$ cat config.mk
export PLATFORM = sky130hd
export DESIGN_NAME = control_unit_dec_flat
export DESIGN_NICKNAME = d
export VERILOG_FILES = /design/src/rtl/cpu_isa_pkg.sv /design/src/rtl/control_unit_dec_if.sv /design/src/rtl/control_unit_dec_alu_func_dec.sv /design/src/rtl/control_unit_dec.sv /design/src/flat_wrapper.sv
export SDC_FILE = /design/constraint.sdc
export NUM_CORES = 1
export LEC_CHECK = 0
export CAP_MARGIN = 5
export CORE_AREA = 10 10 47 49
export DETAILED_ROUTE_END_ITERATION = 8
export DIE_AREA = 0 0 57 59
export DONT_BUFFER_PORTS = 1
export GPL_TIMING_DRIVEN = 0
export PLACE_DENSITY = 0.3
export REMOVE_ABC_BUFFERS = 1
export SETUP_SLACK_MARGIN = 0.2
export SLEW_MARGIN = 40
export SYNTH_ARGS = -nofsm -noshare
export SYNTH_HDL_FRONTEND = slang
export SYNTH_SLANG_ARGS = --single-unit
export TNS_END_PERCENT = 20
$ cat constraint.sdc
create_clock -name clk -period 2.5 [get_ports clk]
set_clock_uncertainty 0.1 [all_clocks]
set_input_delay 0.625 -clock clk [delete_from_list [all_inputs] [get_ports clk]]
set_output_delay 0.625 -clock clk [all_outputs]
set_load 0.02 [all_outputs]
$ cat src/rtl/cpu_isa_pkg.sv
// Shared ISA definitions for the MIPS-subset CPU: opcode/funct constants,
// ALU operation encoding and the packed control-strobe payload.
package cpu_isa_pkg;

  localparam int unsigned OP_W     = 6;
  localparam int unsigned FUNC_W   = 6;
  localparam int unsigned ALU_OP_W = 3;

  localparam logic [OP_W-1:0] OP_RTYPE = 6'b000000;
  localparam logic [OP_W-1:0] OP_LW    = 6'b100011;
  localparam logic [OP_W-1:0] OP_SW    = 6'b101011;
  localparam logic [OP_W-1:0] OP_BEQ   = 6'b000100;
  localparam logic [OP_W-1:0] OP_LUI   = 6'b001111;

  localparam logic [FUNC_W-1:0] FN_ADD = 6'b100000;
  localparam logic [FUNC_W-1:0] FN_SUB = 6'b100010;
  localparam logic [FUNC_W-1:0] FN_AND = 6'b100100;
  localparam logic [FUNC_W-1:0] FN_OR  = 6'b100101;
  localparam logic [FUNC_W-1:0] FN_XOR = 6'b100110;

  // Codes 110 and 111 are reserved and never driven
  typedef enum logic [ALU_OP_W-1:0] {
    ALU_ADD = 3'b000,
    ALU_SUB = 3'b001,
    ALU_AND = 3'b010,
    ALU_OR  = 3'b011,
    ALU_XOR = 3'b100,
    ALU_LUI = 3'b101
  } alu_op_t;

  // Datapath control strobes for one instruction
  typedef struct packed {
    logic    reg_dst;
    logic    reg_write;
    logic    alu_src;
    logic    mem_write;
    logic    mem_read;
    logic    mem_to_reg;
    logic    branch;
    alu_op_t alu_op;
  } ctrl_t;

  // All strobes low, ALU_op=ADD: no architectural state change
  localparam ctrl_t CTRL_NOP = '{
    reg_dst: 1'b0, reg_write: 1'b0, alu_src: 1'b0, mem_write: 1'b0,
    mem_read: 1'b0, mem_to_reg: 1'b0, branch: 1'b0, alu_op: ALU_ADD
  };

endpackage

$ cat src/rtl/control_unit_dec_if.sv
// Instruction-in / control-out bundle of the main decoder.
//   master : drives op, func, instr_valid; receives strobes and status
//   slave  : the decoder
interface control_unit_dec_if;
  import cpu_isa_pkg::*;

  logic [OP_W-1:0]     op;
  logic [FUNC_W-1:0]   func;
  logic                instr_valid;
  logic                RegDst;
  logic                RegWrite;
  logic                ALUSrc;
  logic                MemWrite;
  logic                MemRead;
  logic                MemtoReg;
  logic                Branch;
  logic [ALU_OP_W-1:0] ALU_op;
  logic                illegal;
  logic                illegal_seen;

  modport master (
    output op, func, instr_valid,
    input  RegDst, RegWrite, ALUSrc, MemWrite, MemRead, MemtoReg, Branch,
           ALU_op, illegal, illegal_seen
  );

  modport slave (
    input  op, func, instr_valid,
    output RegDst, RegWrite, ALUSrc, MemWrite, MemRead, MemtoReg, Branch,
           ALU_op, illegal, illegal_seen
  );

endinterface

$ cat src/rtl/control_unit_dec_alu_func_dec.sv
// R-type function decoder: maps func to an ALU operation and flags whether
// func is one of the supported R-type operations.
//   func     in  6  instruction[5:0]
//   alu_op   out 3  ALU operation (ADD when func is unsupported)
//   rtype_ok out 1  func is a supported R-type function
module alu_func_dec
  import cpu_isa_pkg::*;
(
  input  logic [FUNC_W-1:0] func,
  output alu_op_t           alu_op,
  output logic              rtype_ok
);

  // Unknown or unsupported func falls into the default arm
  always_comb begin
    alu_op   = ALU_ADD;
    rtype_ok = 1'b0;
    case (func)
      FN_ADD: begin alu_op = ALU_ADD; rtype_ok = 1'b1; end
      FN_SUB: begin alu_op = ALU_SUB; rtype_ok = 1'b1; end
      FN_AND: begin alu_op = ALU_AND; rtype_ok = 1'b1; end
      FN_OR:  begin alu_op = ALU_OR;  rtype_ok = 1'b1; end
      FN_XOR: begin alu_op = ALU_XOR; rtype_ok = 1'b1; end
      default: begin
        alu_op   = ALU_ADD;
        rtype_ok = 1'b0;
      end
    endcase
  end

endmodule

$ cat src/rtl/control_unit_dec.sv
// Main instruction decoder for the single-cycle MIPS-subset CPU.
// Decodes op/func into datapath strobes and an ALU operation, flags
// unsupported instructions and keeps a sticky illegal-instruction status.
//   clk    in  1  clock for the status register (and optional output register)
//   reset  in  1  asynchronous, active-high reset
//   bus    slave  op/func/instr_valid in; strobes, ALU_op, illegal,
//                 illegal_seen out
// Build option: define CU_OUT_REG_EN to register the decode outputs and
// illegal (1-cycle latency, NOP during reset).
module control_unit_dec
  import cpu_isa_pkg::*;
(
  input  logic               clk,
  input  logic               reset,
  control_unit_dec_if.slave  bus
);

  ctrl_t   ctrl_c;
  logic    illegal_c;
  alu_op_t fn_alu_op;
  logic    fn_ok;
  ctrl_t   ctrl_o;
  logic    illegal_o;
  logic    illegal_seen_q;

  alu_func_dec u_alu_func_dec (
    .func     (bus.func),
    .alu_op   (fn_alu_op),
    .rtype_ok (fn_ok)
  );

  // Opcode decode; anything not listed (including X/Z) is a NOP + illegal
  always_comb begin
    ctrl_c    = CTRL_NOP;
    illegal_c = 1'b0;
    case (bus.op)
      OP_RTYPE: begin
        if (fn_ok) begin
          ctrl_c.reg_dst   = 1'b1;
          ctrl_c.reg_write = 1'b1;
          ctrl_c.alu_op    = fn_alu_op;
        end else begin
          illegal_c = 1'b1;
        end
      end
      OP_LW: begin
        ctrl_c.reg_write  = 1'b1;
        ctrl_c.alu_src    = 1'b1;
        ctrl_c.mem_read   = 1'b1;
        ctrl_c.mem_to_reg = 1'b1;
        ctrl_c.alu_op     = ALU_ADD;
      end
      OP_SW: begin
        ctrl_c.alu_src   = 1'b1;
        ctrl_c.mem_write = 1'b1;
        ctrl_c.alu_op    = ALU_ADD;
      end
      OP_BEQ: begin
        ctrl_c.branch = 1'b1;
        ctrl_c.alu_op = ALU_SUB;
      end
      OP_LUI: begin
        ctrl_c.reg_write = 1'b1;
        ctrl_c.alu_src   = 1'b1;
        ctrl_c.alu_op    = ALU_LUI;
      end
      default: begin
        ctrl_c    = CTRL_NOP;
        illegal_c = 1'b1;
      end
    endcase
  end

`ifdef CU_OUT_REG_EN
  // Pipeline register; reset presents a harmless NOP downstream
  always_ff @(posedge clk or posedge reset) begin
    if (reset) begin
      ctrl_o    <= CTRL_NOP;
      illegal_o <= 1'b0;
    end else begin
      ctrl_o    <= ctrl_c;
      illegal_o <= illegal_c;
    end
  end
`else
  assign ctrl_o    = ctrl_c;
  assign illegal_o = illegal_c;
`endif

  // Sticky status samples the undelayed decode in both build variants
  always_ff @(posedge clk or posedge reset) begin
    if (reset) begin
      illegal_seen_q <= 1'b0;
    end else if (bus.instr_valid && illegal_c) begin
      illegal_seen_q <= 1'b1;
    end
  end

  assign bus.RegDst       = ctrl_o.reg_dst;
  assign bus.RegWrite     = ctrl_o.reg_write;
  assign bus.ALUSrc       = ctrl_o.alu_src;
  assign bus.MemWrite     = ctrl_o.mem_write;
  assign bus.MemRead      = ctrl_o.mem_read;
  assign bus.MemtoReg     = ctrl_o.mem_to_reg;
  assign bus.Branch       = ctrl_o.branch;
  assign bus.ALU_op       = ctrl_o.alu_op;
  assign bus.illegal      = illegal_o;
  assign bus.illegal_seen = illegal_seen_q;

endmodule

$ cat src/flat_wrapper.sv
// flat-port wrapper written by rule: the top's interface ports become plain ports
module control_unit_dec_flat import cpu_isa_pkg::*;
  (clk, reset, bus_op, bus_func, bus_instr_valid, bus_RegDst, bus_RegWrite, bus_ALUSrc, bus_MemWrite, bus_MemRead, bus_MemtoReg, bus_Branch, bus_ALU_op, bus_illegal, bus_illegal_seen);
  control_unit_dec_if bus_i ();
  input  logic clk;
  input  logic reset;
  input wire logic [$bits(bus_i.op)-1:0] bus_op;
  input wire logic [$bits(bus_i.func)-1:0] bus_func;
  input wire logic [$bits(bus_i.instr_valid)-1:0] bus_instr_valid;
  output wire logic [$bits(bus_i.RegDst)-1:0] bus_RegDst;
  output wire logic [$bits(bus_i.RegWrite)-1:0] bus_RegWrite;
  output wire logic [$bits(bus_i.ALUSrc)-1:0] bus_ALUSrc;
  output wire logic [$bits(bus_i.MemWrite)-1:0] bus_MemWrite;
  output wire logic [$bits(bus_i.MemRead)-1:0] bus_MemRead;
  output wire logic [$bits(bus_i.MemtoReg)-1:0] bus_MemtoReg;
  output wire logic [$bits(bus_i.Branch)-1:0] bus_Branch;
  output wire logic [$bits(bus_i.ALU_op)-1:0] bus_ALU_op;
  output wire logic [$bits(bus_i.illegal)-1:0] bus_illegal;
  output wire logic [$bits(bus_i.illegal_seen)-1:0] bus_illegal_seen;
  assign bus_i.op = bus_op;
  assign bus_i.func = bus_func;
  assign bus_i.instr_valid = bus_instr_valid;
  assign bus_RegDst = bus_i.RegDst;
  assign bus_RegWrite = bus_i.RegWrite;
  assign bus_ALUSrc = bus_i.ALUSrc;
  assign bus_MemWrite = bus_i.MemWrite;
  assign bus_MemRead = bus_i.MemRead;
  assign bus_MemtoReg = bus_i.MemtoReg;
  assign bus_Branch = bus_i.Branch;
  assign bus_ALU_op = bus_i.ALU_op;
  assign bus_illegal = bus_i.illegal;
  assign bus_illegal_seen = bus_i.illegal_seen;
  control_unit_dec u_core (.clk(clk), .reset(reset), .bus(bus_i));
endmodule
==> results.py, run 1 <==
metrics = {
    "yosys": {
        "synthArstFlopShare_pct": 100,
        "yosysSeqAreaShare_pct": 10.4,
        "synth_flop_cell": "dfrtp_1",
        "synth_edf_count": 0,
        "syn_inst": 33,
        "yosysTopAreaCell": "dfrtp_1",
        "synthesis.area_um2": 241,
        "netlist.area_leader.share_pct": 10.4,
        "synth_area_leaders": "dfrtp_1 (10%), nor3_4 (6.7%), o41ai_2 (6.7%)",
        "yosysWarnings": 0,
        "syn_avg_cell_area_um2": 7.32,
        "synth_cell_types": 23,
        "ys_ff_latch": 1,
        "yosysMostFrequentCell": "inv_1",
    },
    "critical_path": {
        "required_ps": 1770,
        "start_kind": "input pin",
        "crit_path_end_kind": "output pin",
        "cp_max_fo": 4,
        "crit_type": "input pin to output pin",
        "arrival_ps": 1900,
    },
    "floorplanning": {
        "io_pins": 27,
        "start_util_pct": 17.2,
        "die_h_um": 59,
        "dieArea_um2": 3360,
        "core_um2": 1400,
        "rows": 14,
        "die_w_um": 57,
    },
    "drt": {
        "viasPerCell": 5.23,
        "remaining_drc_errors": 0,
        "drt_pre_antenna_iters": 4,
        "vias": 251,
        "initialDrtViolationCount": 2,
        "drt-wirelength-per-cell_um": 19.2,
        "postRouteWirelength_um": 920,
        "postRouteAntennaNets": 0,
    },
    "placed_design": {
        "io_buffers": 0,
        "pre_cts_ws_ps": -243,
        "dp_hpwl_um": 828,
        "dp_cells": 48,
        "place.gp.congestion": 0.662,
        "placed_area_um2": 265,
    },
    "global_routing": {
        "antenna_found_initial": 0,
        "grtUsageMet2_pct": 8.84,
        "gr-usage-met1_pct": 4.85,
        "grt_pass1_vias": 289,
        "grt_overflow": 0,
        "track_usage_pct": 5.27,
        "top_usage_layer": "met2",
        "grt_max_degree": 8,
        "met3_usage_pct": 5.15,
        "grt_pass1_wl_mm": 1.48,
    },
    "timing": {
        "fin_crit_sh_pct": 105,
        "finalSetupViolCount": 3,
        "timing.slew.headroom_pct": 56.7,
        "drv_slew": 0,
        "tns_ps": -184,
        "worst_pin_slew_ps": 645,
        "period_minus_slack_ps": 2620,
        "hold_violations": 0,
        "rsz0062_at_grt": "yes",
        "fmax_mhz": 382,
        "worst_slack_ps": -120,
    },
    "finish": {
        "num-nets-final": 49,
        "largest_register_ffs": 1,
        "finalNonFillerCells": 48,
        "area_delta_synth_final_pct": 30.1,
        "diodes": 0,
        "fin_area_um2": 314,
        "layout-drive-gt1-share_pct": 34.4,
    },
    "status": {
        "outcome": "finished with violations",
        "violations": "negative setup slack",
    },
    "clock_network": {
        "post_cts_buffers": 0,
        "clkTransAtPathRegs_ps": 0,
        "insertion_delay_ps": 0,
        "cts_hold_buf": 0,
    },
    "job": {
        "cap_violations": 0,
    },
    "power": {
        "power.density_nw_per_um2": 130,
        "p_leak_uw": 0.0000972,
        "power.total_uw": 40.9,
        "ir_worst_vdd_v": 0.0000733,
    },
    "min_path": {
        "holdCritPathClass": "input pin to async pin",
    },
}
## layout by cell type, fill, tap and decap left out
master and instances:
inv_1 3, nor3_4 2, nand3b_1 2, nand2b_1 2, o21a_1 2, nand2_1 2
nor3_2 1, or4b_4 1, o21ai_0 1, nor3b_1 1, and2_1 1, a21oi_2 1
a311oi_2 1, a21o_1 1, nor2_4 1, o22ai_4 1, o22ai_1 1, a21oi_1 1
nand4_1 1, o41ai_4 1, nand3_1 1, nor2_2 1, o21ai_2 1, nor3_1 1
dfrtp_1 1
## report_power, final
| group | switching (uW) | internal [uW] |
|---|---|---|
| registers | 0.00000000000161 | 16.5 |
| clock network | 0 | 0 |
| logic | 15.3 | 9.12 |
| total | 15.3 | 25.6 |
## path summary, 6_finish.rpt
| path | start | endpoint | slack, ps | cells after the start |
|---|---|---|---|---|
| max | bus_func[4] | bus_ALU_op[0] | -120 | 4 |
| min | reset | u_core.bus.illegal_seen$_DFFE_PP0P_ | 260 | 1 |
| max reg2reg | u_core.bus.illegal_seen$_DFFE_PP0P_ | u_core.bus.illegal_seen$_DFFE_PP0P_ | 1660 | 1 |
| min reg2reg | u_core.bus.illegal_seen$_DFFE_PP0P_ | u_core.bus.illegal_seen$_DFFE_PP0P_ | 490 | 1 |
| max in group asynchronous | reset | u_core.bus.illegal_seen$_DFFE_PP0P_ | 1950 | 1 |
| min in group clk | u_core.bus.illegal_seen$_DFFE_PP0P_ | u_core.bus.illegal_seen$_DFFE_PP0P_ | 490 | 1 |
## worst max-delay path: stages
cell and delay [ps]:
or4b_4 530, nor3_4 210, a21oi_1 140, o41ai_4 390
## stage by stage
step / hold slack [ps] / utilization [%]
final: 256 / 22.4
after global routing: 261 / 22.4
after CTS: 256 / 21.6
after detailed placement: 256 / 18.9
after global placement: 255 / 18.1
after floorplan: 254 / -
## cells by family after synthesis
logic type / synth area share [%]
DFF: 10.4
and+or+nand+nor: 48.7
buffers and inverters: 7.77
AOI/OAI and AO/OA: 33.2
## routing by layer
metal | vias up | routed length (um) | part of all wire (%)
met5 | - | 0 | 0
met4 | 0 | 0 | 0
met3 | 0 | 218 | 24
met2 | 17 | 397 | 43
met1 | 110 | 305 | 33
li1 | 124 | - | -
## cell type report
class	count	area, um2
inverters	3	11.3
multi-input cells	28	258
flip-flops and latches	1	25.0
well taps	16	20.0
fillers	157	1090
## timing repair
| item | CTS | global route |
|---|---|---|
| gates resized for setup | 7 | 2 |
| pin swaps | 0 | 0 |
| setup endpoints to repair | 6 | 8 |
Note: power is estimated with default switching activity, not from simulation.
==> run 2, diff against run 1 <==
TNS_END_PERCENT = 100   (was 20)
==> run 2 against run 1 <==
The run still ends with negative setup slack left. Power grew 10%. Setup slack gained 63 ps. Combinational power grew 17%. Worst hold slack is essentially flat. Die area is the same. Global-route usage grew 0.13 points. Flip-flop and latch count is the same. Utilization grew 5.1 points. Fmax grew 2.5%. Critical path type unchanged. Highest routed layer unchanged.
==> results.py, run 2 (same netlist as run 1, synthesis figures left out) <==
metrics = {
    "status": {
        "outcome": "finished with violations",
        "violations": "negative setup slack",
    },
    "critical_path": {
        "crit_path_end_kind": "output pin",
        "start_kind": "input pin",
        "crit_family": "simple AND/OR/NAND/NOR gates",
        "crit_type": "input pin to output pin",
        "cp_cell_sequence": "or4b_4 -> nor3_4 -> a21oi_1 -> o41ai_4",
        "cp_max_fo": 3,
        "slowest_stage": "or4b_4",
        "required_ps": 1770,
        "arrival_ps": 1830,
        "path_buf_inv": 0,
        "max_stage_delay_ps": 530,
    },
    "drt": {
        "drt-wirelength-per-cell_um": 20.3,
        "vias": 277,
        "postRouteWirelength_mm": 1.03,
        "m1WireLength_um": 293,
        "postRouteAntennaNets": 0,
        "topRoutingLayerUsed": "met3",
        "remaining_drc_errors": 0,
        "dr_wl_met2_um": 497,
        "drt_pre_antenna_iters": 1,
        "viasPerCell": 5.43,
        "initialDrtViolationCount": 0,
        "met3_length_um": 243,
    },
    "global_routing": {
        "grt_overflow": 0,
        "track_usage_pct": 5.39,
        "antenna_found_initial": 0,
        "grt_max_degree": 8,
        "grt_pass1_wl_mm": 1.52,
        "grt_pass1_vias": 299,
    },
    "power": {
        "p_leak_uw": 0.000132,
        "ir_worst_vdd_v": 0.0000739,
        "power.density_nw_per_um2": 117,
    },
    "floorplanning": {
        "io_pins": 27,
        "core_um2": 1400,
        "start_util_pct": 17.2,
        "die_w_um": 57,
        "die_h_um": 59,
        "dieArea_um2": 3360,
        "rows": 14,
    },
    "min_path": {
        "holdCritPathClass": "input pin to async pin",
    },
    "timing": {
        "hold_violations": 0,
        "timing.slew.headroom_pct": 64.0,
        "drv_slew": 0,
        "worst_slack_ps": -57.2,
        "fin_crit_sh_pct": 102,
        "finalSetupViolCount": 3,
        "rsz0062_at_grt": "yes",
        "worst_pin_slew_ps": 537,
        "period_minus_slack_ps": 2560,
        "fmax_mhz": 391,
    },
    "finish": {
        "mostFrequentLayoutCells": "inv_1 (3), buf_4 (3)",
        "fin_area_um2": 385,
        "diodes": 0,
        "num-nets-final": 52,
        "area_delta_synth_final_pct": 59.6,
        "largest_register_ffs": 1,
        "layout-drive-gt1-share_pct": 48.6,
    },
    "clock_network": {
        "clkTransAtPathRegs_ps": 0,
        "insertion_delay_ps": 0,
        "cts_hold_buf": 0,
    },
    "job": {
        "cap_violations": 0,
    },
    "placed_design": {
        "place.gp.congestion": 0.662,
        "dp_hpwl_um": 828,
        "placed_area_um2": 265,
        "io_buffers": 0,
        "pre_cts_ws_ps": -243,
    },
}
-- run 2: through the flow --
stage          TNS (ps)  cells  power [uW]  hold WS (ps)  util (%)
6_report           -104     51        45.1           256      27.5
5_1_grt            -299     51        47.4           261      27.5
4_1_cts            -155     51        42.1           256      25.6
3_5_place_dp       -625     48        36.5           256      18.9
3_3_place_gp       -707     48        35.4           255      18.1
2_1_floorplan      -102     32        33.0           254         -
-- run 2: path summary, 6_finish.rpt --
| kind | startpoint | end | slack (ps) | cells past startpoint |
|---|---|---|---|---|
| worst max-delay path | bus_func[4] | bus_ALU_op[0] | -60 | 4 |
| min in group clk | u_core.bus.illegal_seen$_DFFE_PP0P_ | u_core.bus.illegal_seen$_DFFE_PP0P_ | 490 | 1 |
| worst min-delay path | reset | u_core.bus.illegal_seen$_DFFE_PP0P_ | 260 | 1 |
| worst min register to register | u_core.bus.illegal_seen$_DFFE_PP0P_ | u_core.bus.illegal_seen$_DFFE_PP0P_ | 490 | 1 |
| worst max register to register | u_core.bus.illegal_seen$_DFFE_PP0P_ | u_core.bus.illegal_seen$_DFFE_PP0P_ | 1660 | 1 |
| max in group asynchronous | reset | u_core.bus.illegal_seen$_DFFE_PP0P_ | 1950 | 1 |
-- run 2: final cells by class --
cell class / instances / area [um2]
Fill cell: 154 / 1020
Multi-Input combinational cell: 28 / 307
Sequential cell: 1 / 25.0
Timing Repair Buffer: 3 / 22.5
Tap cell: 16 / 20.0
Inverter: 3 / 11.3
-- run 2: metal layers --
| metal | up-vias | GRT usage, % |
|---|---|---|
| met5 | - | 0 |
| met1 | 124 | 5.09 |
| met2 | 22 | 8.68 |
| met3 | 0 | 5.58 |
| met4 | 0 | 0 |
| li1 | 131 | - |
-- run 2: timing repair --
item,CTS,global route
cloned,0,0
gates resized for setup,13,4
buffers inserted,3,0
pin swaps,3,3
endpoints found under the setup margin,6,9
-- run 2: power by group --
group	internal, uW	leakage (uW)	switching [uW]	total, uW
registers	16.5	0.00000875	0.00000000000162	16.5
clock network	0	0	0	0
logic	10.4	0.000124	18.2	28.6
